File: src/rtl/rr_grant_arbiter.sv
// Round-robin arbiter: one-hot grant plus encoded index, zero-cycle combinational grant.
// Priority rotates only when the consumer accepts (update_lru); grant holds steady while it waits.

module rr_onehot_enc #(
    parameter int WIDTH = 4,
    parameter int IDX_W = $clog2(WIDTH)
) (
    input  logic [WIDTH-1:0] i_oh,
    output logic [IDX_W-1:0] o_idx
);
    // OR of per-bit indices: exact for one-hot, 0 for an all-zero vector.
    always_comb begin
        o_idx = '0;
        for (int i = 0; i < WIDTH; i++) begin
            if (i_oh[i]) o_idx = o_idx | IDX_W'(i);
        end
    end
endmodule

module rr_grant_arbiter #(
    parameter int NUM_ENTRIES = 4,
    parameter int INDEX_WIDTH = $clog2(NUM_ENTRIES)
) (
    input  logic                   clk,
    input  logic                   reset,
    input  logic [NUM_ENTRIES-1:0] request,
    input  logic                   update_lru,
    output logic [NUM_ENTRIES-1:0] grant_oh,
    output logic                   grant_valid,
    output logic [INDEX_WIDTH-1:0] grant_idx
);
    logic [NUM_ENTRIES-1:0] r_last_grant;
    logic [NUM_ENTRIES-1:0] w_mask_hi;
    logic [NUM_ENTRIES-1:0] w_req_hi;
    logic [NUM_ENTRIES-1:0] w_pick_hi;
    logic [NUM_ENTRIES-1:0] w_pick_all;

    // Entries strictly above the last grant; empty when the last grant is the top entry.
    assign w_mask_hi  = ~((r_last_grant << 1) - NUM_ENTRIES'(1));
    assign w_req_hi   = request & w_mask_hi;
    assign w_pick_hi  = w_req_hi & (~w_req_hi + NUM_ENTRIES'(1));
    assign w_pick_all = request & (~request + NUM_ENTRIES'(1));

    // No requester above the last grant: wrap to the lowest requester (may be the last grant itself).
    assign grant_oh    = (|w_req_hi) ? w_pick_hi : w_pick_all;
    assign grant_valid = |grant_oh;

    rr_onehot_enc #(
        .WIDTH (NUM_ENTRIES),
        .IDX_W (INDEX_WIDTH)
    ) u_enc (
        .i_oh  (grant_oh),
        .o_idx (grant_idx)
    );

    always_ff @(posedge clk or negedge reset) begin
        if (!reset) begin
            r_last_grant <= {1'b1, {(NUM_ENTRIES-1){1'b0}}};
        end else if (update_lru && grant_valid) begin
            r_last_grant <= grant_oh;
        end
    end
endmodule

File: config.mk
export PLATFORM = sky130hd
export DESIGN_NAME = rr_grant_arbiter
export DESIGN_NICKNAME = d
export VERILOG_FILES = /design/src/rtl/rr_grant_arbiter.sv
export SDC_FILE = /design/constraint.sdc
export NUM_CORES = 1
export LEC_CHECK = 0
export BUFFER_PORTS_ARGS = -buffer_cell sky130_fd_sc_hd__buf_4
export CAP_MARGIN = 10
export CORE_AREA = 2 2 39 41
export DETAILED_ROUTE_END_ITERATION = 8
export DIE_AREA = 0 0 41 43
export SYNTH_ARGS = -nofsm -noshare
export SYNTH_HDL_FRONTEND = slang
export SYNTH_SLANG_ARGS = --single-unit
File: constraint.sdc
create_clock -name clk -period 2.6 [get_ports clk]
set_clock_uncertainty 0.2 [all_clocks]
set_input_delay 0.65 -clock clk [delete_from_list [all_inputs] [get_ports clk]]
set_output_delay 0.65 -clock clk [all_outputs]
set_load 0.03 [all_outputs]
After elaboration in Yosys (flattened, before gate mapping)
Index checks and enable logic that the tools add are counted.

storage, ports and cells
  bits in registers = 3
  output and inout bits = 7

cells by class
  reductions and logical operators = 3
  $add $sub $neg = 3
  bitwise operators = 6
  mux-type cells = 4

operators by type and width
  operator             number
  $and 4x4->4          3
  $not 4->4            3
  $add 4x1->4 const B  2
  $reduce_or 4->1      2
  $mux 2               2
  $mux 4               1
  $sub 4x1->4 const B  1
  $logic_and 1x1->1    1
  $mux 1               1

Depth between registers and ports, before layout
  depth after elaboration = 10
  gate-level depth with buffers = 6

By module
A second synthesis with hierarchy kept.

second synthesis, totals
  cells, all modules = 31
  area total of the unflattened synthesis = 292.8 sq um

modules (own cells, without submodules)
  module            cells an instance  area an instance (sq um)  instances
  rr_grant_arbiter  29                 280.3                     1
  rr_onehot_enc     2                  12.5                      1

Least setup slack after synthesis
No wires, ideal clock.

  kind = reg2out
  start = register r_last_grant[0]
  end = output port grant_oh[1]
  path slack = 296 ps
  stages on the path, launching flop included = 6
  path buffers = 0
  data arrival time = 1454 ps
  path through = dfrtp_1 -> inv_1 -> ha_1 -> a21oi_1 -> a21oi_1 -> nor2b_1

between the ends
  longest elaborated chain between the ends = 7
  elaborated cells between the ends (all ways) = 8
  those cells by class = add/sub (2); mux (1); bitwise (4); reduce/logical (1)

RTL lines
  what                    line  RTL
  start, declared         32    logic [NUM_ENTRIES-1:0] r_last_grant;
  start signal, assigned  58    r_last_grant <= {1'b1, {(NUM_ENTRIES-1){1'b0}}};
  start signal, assigned  60    r_last_grant <= grant_oh;
  $sub 4x1->4 *           39    assign w_mask_hi = ~((r_last_grant << 1) - NUM_ENTRIES'(1));
  $not 4->4 *             39
  $and 4x4->4 *           40    assign w_req_hi = request & w_mask_hi;
  $not 4->4               41    assign w_pick_hi = w_req_hi & (~w_req_hi + NUM_ENTRIES'(1));
  $add 4x1->4             41
  $and 4x4->4             41
  $mux 4 *                45    assign grant_oh = (|w_req_hi) ? w_pick_hi : w_pick_all;
  end, declared           28    output logic [NUM_ENTRIES-1:0] grant_oh,

Mark *: on every way between the ends. The rest lies on a longest branch, timed or not.

Worst setup path after layout
  start = register r_last_grant[1]
  end = output port grant_idx[0]

between the ends
  longest elaborated chain between the ends = 8
  elaborated cells between the ends (all ways) = 11
  those cells by class = add/sub (2); mux (4); bitwise (4); reduce/logical (1)

RTL lines
  what                                                 line    RTL
  $sub 4x1->4 *                                        39
  $not 4->4 *                                          39
  $and 4x4->4 *                                        40
  $not 4->4 / $reduce_or 4->1 (equally long branches)  41, 45
  $add 4x1->4 / $mux 4 (equally long branches)         41, 45
  $and 4x4->4 / $mux 1 (equally long branches)         41, 15
  $mux 4 *                                             45
  $mux 2 *                                             15      if (i_oh[i]) o_idx = o_idx | IDX_W'(i);
  end, declared                                        30      output logic [INDEX_WIDTH-1:0] grant_idx

Marked as above.

==> metrics.txt <==
status=complete, no violations; Main synth FF type=dfrtp_1; TritonCTS Buffers=3; Final Critical Period=2.52 ns; Pleak=approximately 0.23 nW; drt wl/cell=between 10 and 15 um; Critical Path AT=1.67 ns; number of synthesized flops with an enable pin=0; reg2reg setup slack=0.87 ns; final period utilization=0.968; initial drt markers=17; CP bufs+invs=2; Fin. Hold Viols=0; Hold Crit Class=reg -> reg; Synth area leaders=dfrtp_1, nand2_1, o21ai_0; TritonRoute pass-1 iters=4; hold path depth=2; Routability Congestion=0.795; Synth top area share=0.254; Seq pwr share=0.145; top fanout value on the critical path=4; # DRC=0; H-tree depth=1; worst vdd ir=0.542 mV; Worst EP required=approximately 1.8 ns; crit path kind=reg -> out; Max Cap Viol=0; Mean Syn Cell Area=about 7.4 um2; io pins=14; pwr dens=~1100 nW/um2; die height=43 um; post-route setup slack=0.0825 ns; Finished Cell Area=478 um2; n_diodes=0; Placeable Area=1380 um2; Port Buffer Count=13; top post-synthesis cells by count=nand2_1, o21ai_0, inv_1; clk sinks=3; synthesized net count=48; Startpoint Class=register; cell internal pwr=roughly 0.27 mW; Starting Density=0.213; post-synth top area cell=dfrtp_1; Post-layout nets=69; largest net degree at the start of global routing=8; Syn Std Cell Area=295 um2; Die ar.=about 1800 um2; post-DP HPWL=584 um; antenna violations before repair=0; worst r2r dst=r_last_grant[0]$_DFFE_PN0P_; Antenna Violating Nets Remaining=0; share of cells above drive strength 1=0.433; CTS Buffer Depth=2; CP Cell Sequence=inv_1, ha_2, a21oi_1, o21ai_0, a21bo_2, buf_4; max FFs per register=3; Critical Path Max Stage Delay=0.35 ns; FP Rows=14; Hold Path End=r_last_grant[1]$_DFFE_PN0P_; NetSw=0.233 mW; Worst path slowest cell=ha_2; worst-skew pair later-pin latency=0.24 ns; r2r startpoint=r_last_grant[0]$_DFFE_PN0P_; kind of cell adding the most delay to the critical path=compound AO/OA/AOI/OAI gates; Top Registers=r_last_grant (3); register area share after synthesis=0.254; crit end category=output pin; Clk network pwr share=0.166; switching part of the total=0.463; via count of the routed design=364; Setup WS pre-CTS=0.191 ns; Worst-Margin Slew=0.248 ns; endpoints failing setup=0; Reg clk slew, reported paths=0.04 ns; Area growth syn-to-layout=61.9%; vias per cell=around 4.8; synth warn=0; Post-DP Area=approximately 420 um2; gr ovfl total=0; WL final=781 um; GR Util All Layers=0.0964; fraction of registers with async set/reset=1.00; Cell variety after synth=21; Mapped Cells=40; Die Wd=41 um; Root Driver=clkbuf_4; vias in the first global route=roughly 280; Slew HR=0.834; Top reg by flops=r_last_grant; R2R depth=6; Comb pwr share=0.689; hold path start=r_last_grant[1]$_DFFE_PN0P_; first-pass GRT wire length=1200 um; CTS tree=built; most numerous cell in the Yosys netlist=nand2_1; Max Clk Rate=397 MHz; Yosys reg bits=3; pins over their slew limit=0
-- through the flow --
step           hold WS, ns  std cells   util  setup TNS [ns]  power [mW]
2_1_floorplan        0.154         40      -               0       0.296
3_3_place_gp         0.240         70  0.304               0       0.391
3_5_place_dp         0.241         70  0.304               0       0.389
4_1_cts              0.299         76  0.335               0       0.486
5_1_grt              0.330         76  0.345        -0.00377       0.537
6_report             0.294         76  0.345               0       0.504
-- cell type report --
class                      count  area, um2
clock buffer                   4       26.3
fill                         150        906
inverter                       4       15.0
multi-input combinational     33        219
sequential                     3       75.1
tap                           16       20.0
timing repair buffer          16        123
-- tightest hold or removal path: stages, from the launching register on --
cell and delay, ns:
dfrtp_1 0.34, nand2_1 0.05, o21ai_1 0.06
-- per-layer routing --
metal | GRT usage | routed length, um
met5 | 0 | 0
met2 | 0.122 | 384
met4 | 0.0600 | 19
met3 | 0 | 49
met1 | 0.154 | 328
-- logic make-up (layout without fill, tap and decap cells) --
logic type	Yosys count	after routing	synth area share
and+or+nand+nor	17	17	0.301
AOI/OAI and AO/OA	14	14	0.297
buffers and inverters	4	24	0.0508
DFF	3	3	0.254
adders and majority gates	1	1	0.0424
xor gates and xnor gates	1	1	0.0551
-- how the worst max path moves through the flow --
stage | cells past startpoint | endpoint | startpoint
floorplan | 5 | grant_oh[1] | r_last_grant[0]$_DFFE_PN0P_
CTS | 7 | grant_oh[2] | r_last_grant[0]$_DFFE_PN0P_
detailed placement | 7 | grant_oh[3] | r_last_grant[0]$_DFFE_PN0P_
global route | 7 | grant_oh[3] | r_last_grant[1]$_DFFE_PN0P_
global placement | 7 | grant_oh[3] | r_last_grant[0]$_DFFE_PN0P_
finish | 6 | grant_idx[0] | r_last_grant[1]$_DFFE_PN0P_
-- cell usage in the layout, fill, tap and decap left out, types with 2 or more instances in the layout --
cell type | Yosys | routed
a21oi_1 | 3 | 2
buf_4 | 0 | 15
clkbuf_4 | 0 | 3
dfrtp_1 | 3 | 3
inv_1 | 4 | 4
nand2_1 | 7 | 6
nand2_2 | 1 | 2
nor2_1 | 3 | 3
o21ai_0 | 5 | 4
o21ai_1 | 1 | 2
-- power by group through the flow --
stage	clock, mW	sequential, mW	combinational [mW]
after floorplan	0	0.0742	0.222
after global placement	0	0.0786	0.312
after detailed placement	0	0.0783	0.311
after CTS	0.0869	0.0731	0.326
after global routing	0.0884	0.0744	0.374
final	0.0837	0.0728	0.347
-- repair_timing --
| action | CTS | global route |
|---|---|---|
| gates resized for setup | 1 | 4 |
| setup buffers | 1 | 0 |
| hold buffers | 1 | 0 |
| hold endpoints to repair | 3 | 0 |
| pin swaps | 1 | 2 |
| endpoints found under the setup margin | 5 | 2 |
(Power assumes the default switching activity.)
